`src/rtl/mem_arbiter.sv`:
```
// Memory-port arbiter: serialises I-cache and D-cache block transfers onto one
// off-chip port with alternating priority, ready pulses, pipeline stall and timeout flag.
module mem_arbiter #(
    parameter int ADDR_W  = 28,
    parameter int DATA_W  = 128,
    parameter int TIMEOUT = 255
) (
    input  logic              clk,
    input  logic              rst,
    input  logic              icache_req,
    input  logic [ADDR_W-1:0] icache_addr,
    output logic [DATA_W-1:0] icache_rdata,
    output logic              icache_ready,
    input  logic              dcache_read,
    input  logic              dcache_write,
    input  logic [ADDR_W-1:0] dcache_addr,
    input  logic [DATA_W-1:0] dcache_wdata,
    output logic [DATA_W-1:0] dcache_rdata,
    output logic              dcache_ready,
    output logic              mem_read,
    output logic              mem_write,
    output logic [ADDR_W-1:0] mem_addr,
    output logic [DATA_W-1:0] mem_wdata,
    input  logic [DATA_W-1:0] mem_rdata,
    input  logic              mem_ready,
    output logic              ostall,
    output logic              otimeout
);

    typedef enum logic [1:0] {IDLE, D_BUSY, I_BUSY, RESP} state_t;

    localparam int CNT_W = (TIMEOUT < 256) ? 8 : $clog2(TIMEOUT + 1);
    localparam logic [CNT_W-1:0] CNT_MAX = '1;
    localparam logic [CNT_W-1:0] TO_LIM  = CNT_W'(TIMEOUT);

    state_t            state_q, state_d;
    logic              mem_read_q, mem_read_d;
    logic              mem_write_q, mem_write_d;
    logic [ADDR_W-1:0] mem_addr_q, mem_addr_d;
    logic [DATA_W-1:0] mem_wdata_q, mem_wdata_d;
    logic [DATA_W-1:0] icache_rdata_q, icache_rdata_d;
    logic [DATA_W-1:0] dcache_rdata_q, dcache_rdata_d;
    logic              icache_ready_q, icache_ready_d;
    logic              dcache_ready_q, dcache_ready_d;
    logic              last_grant_i_q, last_grant_i_d;
    logic [CNT_W-1:0]  cnt_q, cnt_d;
    logic              timeout_q, timeout_d;
    logic              d_pend;

    assign d_pend = dcache_read | dcache_write;

    always_comb begin
        state_d        = state_q;
        mem_read_d     = mem_read_q;
        mem_write_d    = mem_write_q;
        mem_addr_d     = mem_addr_q;
        mem_wdata_d    = mem_wdata_q;
        icache_rdata_d = icache_rdata_q;
        dcache_rdata_d = dcache_rdata_q;
        icache_ready_d = 1'b0;
        dcache_ready_d = 1'b0;
        last_grant_i_d = last_grant_i_q;
        cnt_d          = cnt_q;
        timeout_d      = timeout_q;

        case (state_q)
            IDLE: begin
                // With both pending, whichever side was not served last wins.
                if (d_pend && (!icache_req || last_grant_i_q)) begin
                    state_d        = D_BUSY;
                    mem_addr_d     = dcache_addr;
                    mem_write_d    = dcache_write;
                    mem_read_d     = ~dcache_write;
                    if (dcache_write) begin
                        mem_wdata_d = dcache_wdata;
                    end
                    last_grant_i_d = 1'b0;
                    cnt_d          = '0;
                end else if (icache_req) begin
                    state_d        = I_BUSY;
                    mem_addr_d     = icache_addr;
                    mem_read_d     = 1'b1;
                    mem_write_d    = 1'b0;
                    last_grant_i_d = 1'b1;
                    cnt_d          = '0;
                end
            end
            D_BUSY, I_BUSY: begin
                if (cnt_q != CNT_MAX) begin
                    cnt_d = cnt_q + CNT_W'(1);
                end
                if (cnt_d >= TO_LIM) begin
                    timeout_d = 1'b1;
                end
                if (mem_ready) begin
                    mem_read_d  = 1'b0;
                    mem_write_d = 1'b0;
                    state_d     = RESP;
                    if (state_q == I_BUSY) begin
                        icache_rdata_d = mem_rdata;
                        icache_ready_d = 1'b1;
                    end else begin
                        dcache_rdata_d = mem_rdata;
                        dcache_ready_d = 1'b1;
                    end
                end
            end
            default: begin
                state_d = IDLE;
            end
        endcase
    end

    always_ff @(posedge clk or posedge rst) begin
        if (rst) begin
            state_q        <= IDLE;
            mem_read_q     <= 1'b0;
            mem_write_q    <= 1'b0;
            mem_addr_q     <= '0;
            mem_wdata_q    <= '0;
            icache_rdata_q <= '0;
            dcache_rdata_q <= '0;
            icache_ready_q <= 1'b0;
            dcache_ready_q <= 1'b0;
            last_grant_i_q <= 1'b1;
            cnt_q          <= '0;
            timeout_q      <= 1'b0;
        end else begin
            state_q        <= state_d;
            mem_read_q     <= mem_read_d;
            mem_write_q    <= mem_write_d;
            mem_addr_q     <= mem_addr_d;
            mem_wdata_q    <= mem_wdata_d;
            icache_rdata_q <= icache_rdata_d;
            dcache_rdata_q <= dcache_rdata_d;
            icache_ready_q <= icache_ready_d;
            dcache_ready_q <= dcache_ready_d;
            last_grant_i_q <= last_grant_i_d;
            cnt_q          <= cnt_d;
            timeout_q      <= timeout_d;
        end
    end

    assign mem_read     = mem_read_q;
    assign mem_write    = mem_write_q;
    assign mem_addr     = mem_addr_q;
    assign mem_wdata    = mem_wdata_q;
    assign icache_rdata = icache_rdata_q;
    assign dcache_rdata = dcache_rdata_q;
    assign icache_ready = icache_ready_q;
    assign dcache_ready = dcache_ready_q;
    assign otimeout     = timeout_q;

    // Ready pulses release the stall in the same cycle the requester drops its request.
    assign ostall = ~rst & ((icache_req & ~icache_ready_q) | (d_pend & ~dcache_ready_q));

endmodule

```
`config.mk`:
```
export PLATFORM = sky130hd
export DESIGN_NAME = mem_arbiter
export DESIGN_NICKNAME = d
export VERILOG_FILES = /design/src/rtl/mem_arbiter.sv
export SDC_FILE = /design/constraint.sdc
export NUM_CORES = 1
export LEC_CHECK = 0
export CELL_PAD_IN_SITES_DETAIL_PLACEMENT = 1
export CELL_PAD_IN_SITES_GLOBAL_PLACEMENT = 1
export CORE_AREA = 2 2 283 285
export DETAILED_ROUTE_END_ITERATION = 8
export DIE_AREA = 0 0 285 287
export HOLD_SLACK_MARGIN = 0.08
export PLACE_DENSITY = 0.59
export SYNTH_ARGS = -nofsm -noshare
export SYNTH_HDL_FRONTEND = slang
export SYNTH_SLANG_ARGS = --single-unit
```
`constraint.sdc`:
```
create_clock -name clk -period 20.5 [get_ports clk]
set_input_delay 4.1 -clock clk [delete_from_list [all_inputs] [get_ports clk]]
set_output_delay 4.1 -clock clk [all_outputs]
set_load 0.02 [all_outputs]
```
Word-level counts from Yosys, hierarchy flattened
Cells that the tools add are included.

$add $sub $neg: 1. $lt $le $gt $ge: 1. Equal/unequal tests: 5. Multiplexer cells: 25. Bitwise gates (word level): 10. Reduce and logical (&&, ||, !) cells: 15.

Operators by type and width (number): two-way mux 28 bit (2); two-way mux 8 bit (4); one-hot mux 8 bit (2 select lines) (1); two-way mux 1 bit (12); AND reduction 3 bit (4); adder 8 x 1 -> 8 bit, second input constant (1); >= comparator 8 bit, second input constant (1); != test 8 bit, second input constant (1); AND reduction 2 bit (4); two-way mux 2 bit (3); inverter 1 bit (5); one-hot mux 1 bit (2 select lines) (2); one-hot mux 2 bit (2 select lines) (1); nonzero test 2 bit (2); AND 1 bit (3); != test 3 bit, second input constant (1); == test 2 x 1 -> 1 bit, second input constant (1); == test 2 bit, second input constant (1); zero test 2 bit (1); != test 2 bit, second input constant (1); bitwise OR 1 bit (2); OR reduction 2 bit (1); logical AND 1 bit (1); zero test 1 bit (1); logical OR 1 bit (1).

Register bits: 428. Bits of input ports: 318. Output and inout port bits: 418. Word-level logic and storage cells: 69.

Depth between registers and ports, before layout
Word-level depth: 5. Gate-level depth with buffers: 9. Gate-level depth less buffers: 7.

Worst setup path before layout
Ideal clock, no wire load.

Kind: input -> output. Start: input port dcache_read. End: output port ostall. Data arrival time: 4.633 ns. Data required time: 16.400 ns. Setup slack: 11.767 ns. Stages: 4. Path buffers: 0. Cells stage by stage: nor2_1 nor2_1 a21oi_1 nor2_1.

Word-level cells in the longest chain between the ends: 4.

RTL lines: start, declared (RTL line 14) `input logic dcache_read,`; bitwise OR 1 bit (RTL line 50) `assign d_pend = dcache_read | dcache_write;`; AND 1 bit (RTL line 155) `assign ostall = ~rst & ((icache_req & ~icache_ready_q) | (d_pend & ~dcache_ready_q));`; bitwise OR 1 bit (RTL line 155); AND 1 bit (RTL line 155); end, declared (RTL line 26) `output logic ostall,`.

No other way between the ends.

Worst setup path after layout
Start: input port dcache_write. End: output port ostall.

Word-level cells in the longest chain between the ends: 4.

RTL lines: start, declared (RTL line 15) `input logic dcache_write,`; bitwise OR 1 bit (RTL line 50); AND 1 bit (RTL line 155); bitwise OR 1 bit (RTL line 155); AND 1 bit (RTL line 155).

No other way between the ends.

==> results by group <==
Outcome
  – Outcome: completed

Floorplan
  – Die area: 0.0818 mm²
  – Core box area: 0.0786 mm²
  – Die height: 287 µm
  – Rows: 103
  – IO Pins: 736
  – Initial Utilization: 0.211
  – Die width: 285 µm

Pwr
  – Design Power: 4.76 mW
  – Max VDD drop: 0.0847 mV
  – Pleak: 11.5 nW
  – PwrDens: 179 mW/mm²

Global route
  – Gr ovfl total: 0
  – Total GRT Usage: 0.156
  – Largest net degree at the start of global routing: 108
  – Initial antenna violation count: 6
  – First-pass GRT wire length: 96700 µm
  – Vias in the first global route: 14400

Finish
  – Share of cells above drive strength 1: 0.157
  – Fillers: 8607
  – Filler-free cell count of the finished design: 3138
  – Final nets: 2369
  – Area Overhead vs Synth: 60.2%

Clocking
  – Hold_buf cts: 0
  – CTS-repair resized insts: 0
  – H-tree depth: 2
  – Sink Count: 428
  – CTS tree: done
  – Total CTS buffers: 51
  – Post-CTS Setup Inserts: 0
  – Clk root buf: clkbuf_16
  – Clk slew on worst S/H paths: 0.05 ns
  – Clk buf depth: 3
  – Clock Latency Late Sink: 0.58 ns

Worst setup path
  – Critical Path Start Type: input pin
  – Worst EP arrival: 6.00 ns
  – Worst Setup EP: ostall
  – Reg2reg setup slack: 16.88 ns
  – Buf/Inv on CP: 2
  – Crit path required time: 16.40 ns
  – Most frequent CP cell: nor2_1
  – CP Capture Type: output port
  – Peak fanout along the critical path: 4
  – Crit Path Category: input pin to output port
  – Crit-path slowest cell: clkdlybuf4s50_1
  – RR Startpoint: state_q[1]
  – Critical R2R Capture: dcache_rdata[109]
  – Worst-path cell chain: clkdlybuf4s50_1 > nor2_1 > nor2_1 > a21oi_1 > nor2_1 > clkdlybuf4s50_1
  – CP Launch Point: dcache_write
  – Stages on worst setup path: 6
  – Critical path's largest stage delay: 0.55 ns
  – FF-to-FF path depth: 8
  – Top delay family on crit path: buffers and inverters

Logic synthesis
  – Post-Synthesis Cells: 1317
  – Seq/Total Area, Yosys: 0.647
  – Seq cells post-synth: 428
  – Ys Warns: 0
  – Unique masters post-synth: 39
  – Syn_area_per_cell: 12.6 µm²
  – Synth Cell Area: 0.0166 mm²
  – Synth Net Count: 1639

Drt
  – DR iter-0 viols: 487
  – Vias per cell: 4.13
  – DRC errors left: 0
  – Drt total wl: 65700 µm
  – Total number of vias: 13000
  – Drt pass-1 iters: 5
  – ANT nets after route: 0
  – WL/cell: 20.9 µm

Timing
  – Final critical-path share of the clock period: 0.493
  – RSZ-0062 raised after global routing: false
  – Slew Limit Fails: 0
  – Final Critical Period: 10.10 ns
  – Layout Skew: 0.00917 ns
  – Worst slew pin tran: 1.09 ns
  – TNS Setup: 0 ns
  – Slew margin rel.: 0.275
  – # setup viols final: 0
  – Final Hold Fails: 0
  – Fmax: 99.0 MHz

Placed design
  – Placed Cells: 3044
  – PortBufs: 735
  – DP HPWL: 49300 µm
  – Routability cong.: 0.839

Job
  – Max cap viols: 0

Worst hold path
  – Worst Hold Class: flop to flop
-- sequential cells by signal, summed over array words and instances, names as in the netlist --
signal and flops:
mem_addr 28, state_q 2, dcache_rdata 128, mem_write 1
mem_read 1, icache_rdata 128, otimeout 1, icache_ready 1
last_grant_i_q 1, mem_wdata 128, cnt_q 8, dcache_ready 1
-- tightest hold or removal path, delay by kind of cell, from the launching register on --
family / cells / cell delay [ns]
flops: 1 / 0.36
buf+inv: 1 / 0.05
compound gates: 1 / 0.05
-- Yosys cell counts --
master	number	area (µm²)
dfrtp_1	427	10700
nand2_1	419	1570
mux2_2	227	2560
buf_2	37	185
o21ai_0	34	170
mux2_1	30	338
mux2i_1	29	290
a21oi_1	14	70.1
buf_4	13	97.6
buf_6	12	135
inv_1	12	45.0
nor2_1	10	37.5
clkbuf_1	6	22.5
ha_1	4	50.1
nand3_1	4	20.0
a31oi_1	3	18.8
a41oi_1	3	26.3
inv_2	3	11.3
nand4_1	3	18.8
nor3_1	3	15.0
a211oi_1	2	15.0
and3_1	2	12.5
o22ai_1	2	12.5
o31ai_1	2	15.0
or3_1	2	12.5
a21boi_0	1	7.51
a221o_1	1	10.0
a311o_1	1	10.0
a41o_1	1	10.0
and2b_1	1	7.51
buf_1	1	3.75
dfstp_2	1	26.3
nand4b_1	1	8.76
nor2_4	1	11.3
nor4b_1	1	8.76
o211ai_1	1	7.51
o21a_1	1	7.51
o21ai_1	1	5.00
or3_4	1	11.3
-- through the flow --
step	instance area, µm²	hold WS, ns	utilization	worst slack, ns
2_1_floorplan	16600	0.438	-	4.48
3_3_place_gp	24900	0.448	0.317	10.41
3_5_place_dp	24900	0.458	0.317	10.45
4_1_cts	26500	0.467	0.338	10.44
5_1_grt	26500	0.492	0.338	10.36
6_report	26500	0.470	0.338	10.40
-- routing by layer --
layer  wire (µm)  track usage  part of all wire
met1       23400        0.164              0.36
met2       33500        0.281              0.51
met3        6050       0.0617             0.092
met4        2710       0.0594             0.041
met5          59            0           0.00090
-- cell usage in the layout (no fill, tap or decap), drive strengths merged, types with 4 or more instances in the layout --
cell type      instances
clkdlybuf4s50        735
mux2i                 29
buf                   11
inv                   20
a21oi                 14
nand2                419
nand3                  4
mux2                 257
clkbuf                71
nor2                  11
o21ai                 35
ha                     4
clkinv                12
dfrtp                427
-- layout make-up --
cell class                 instances  area (µm²)  area share
timing repair buffer             746        7440       0.280
multi-input combinational        805        5380       0.203
antenna                            1        2.50   0.0000943
inverter                          15        68.8     0.00259
clock inverter                    22         213     0.00801
tap                             1050        1310      0.0495
sequential                       428       10700       0.403
clock buffer                      71        1420      0.0535
-- kinds of logic after synthesis --
logic type / synth area share
simple gates: 0.105
flops: 0.647
mux: 0.192
buf+inv: 0.0302
compound gates: 0.0233
fa+ha+maj: 0.00302
-- where the power goes --
part	internal [mW]	switching [mW]	total [mW]
Clock	0.523	0.372	0.894
Combinational	1.09	1.27	2.36
Sequential	1.27	0.233	1.50
Total	2.88	1.87	4.76
-- worst min path at each step --
stage | start | endpoint | cells after the start
floorplan | last_grant_i_q | last_grant_i_q | 2
global placement | last_grant_i_q | last_grant_i_q | 2
detailed placement | last_grant_i_q | last_grant_i_q | 2
CTS | last_grant_i_q | last_grant_i_q | 2
global route | last_grant_i_q | last_grant_i_q | 2
finish | last_grant_i_q | last_grant_i_q | 2
(Power assumes the default switching activity.)
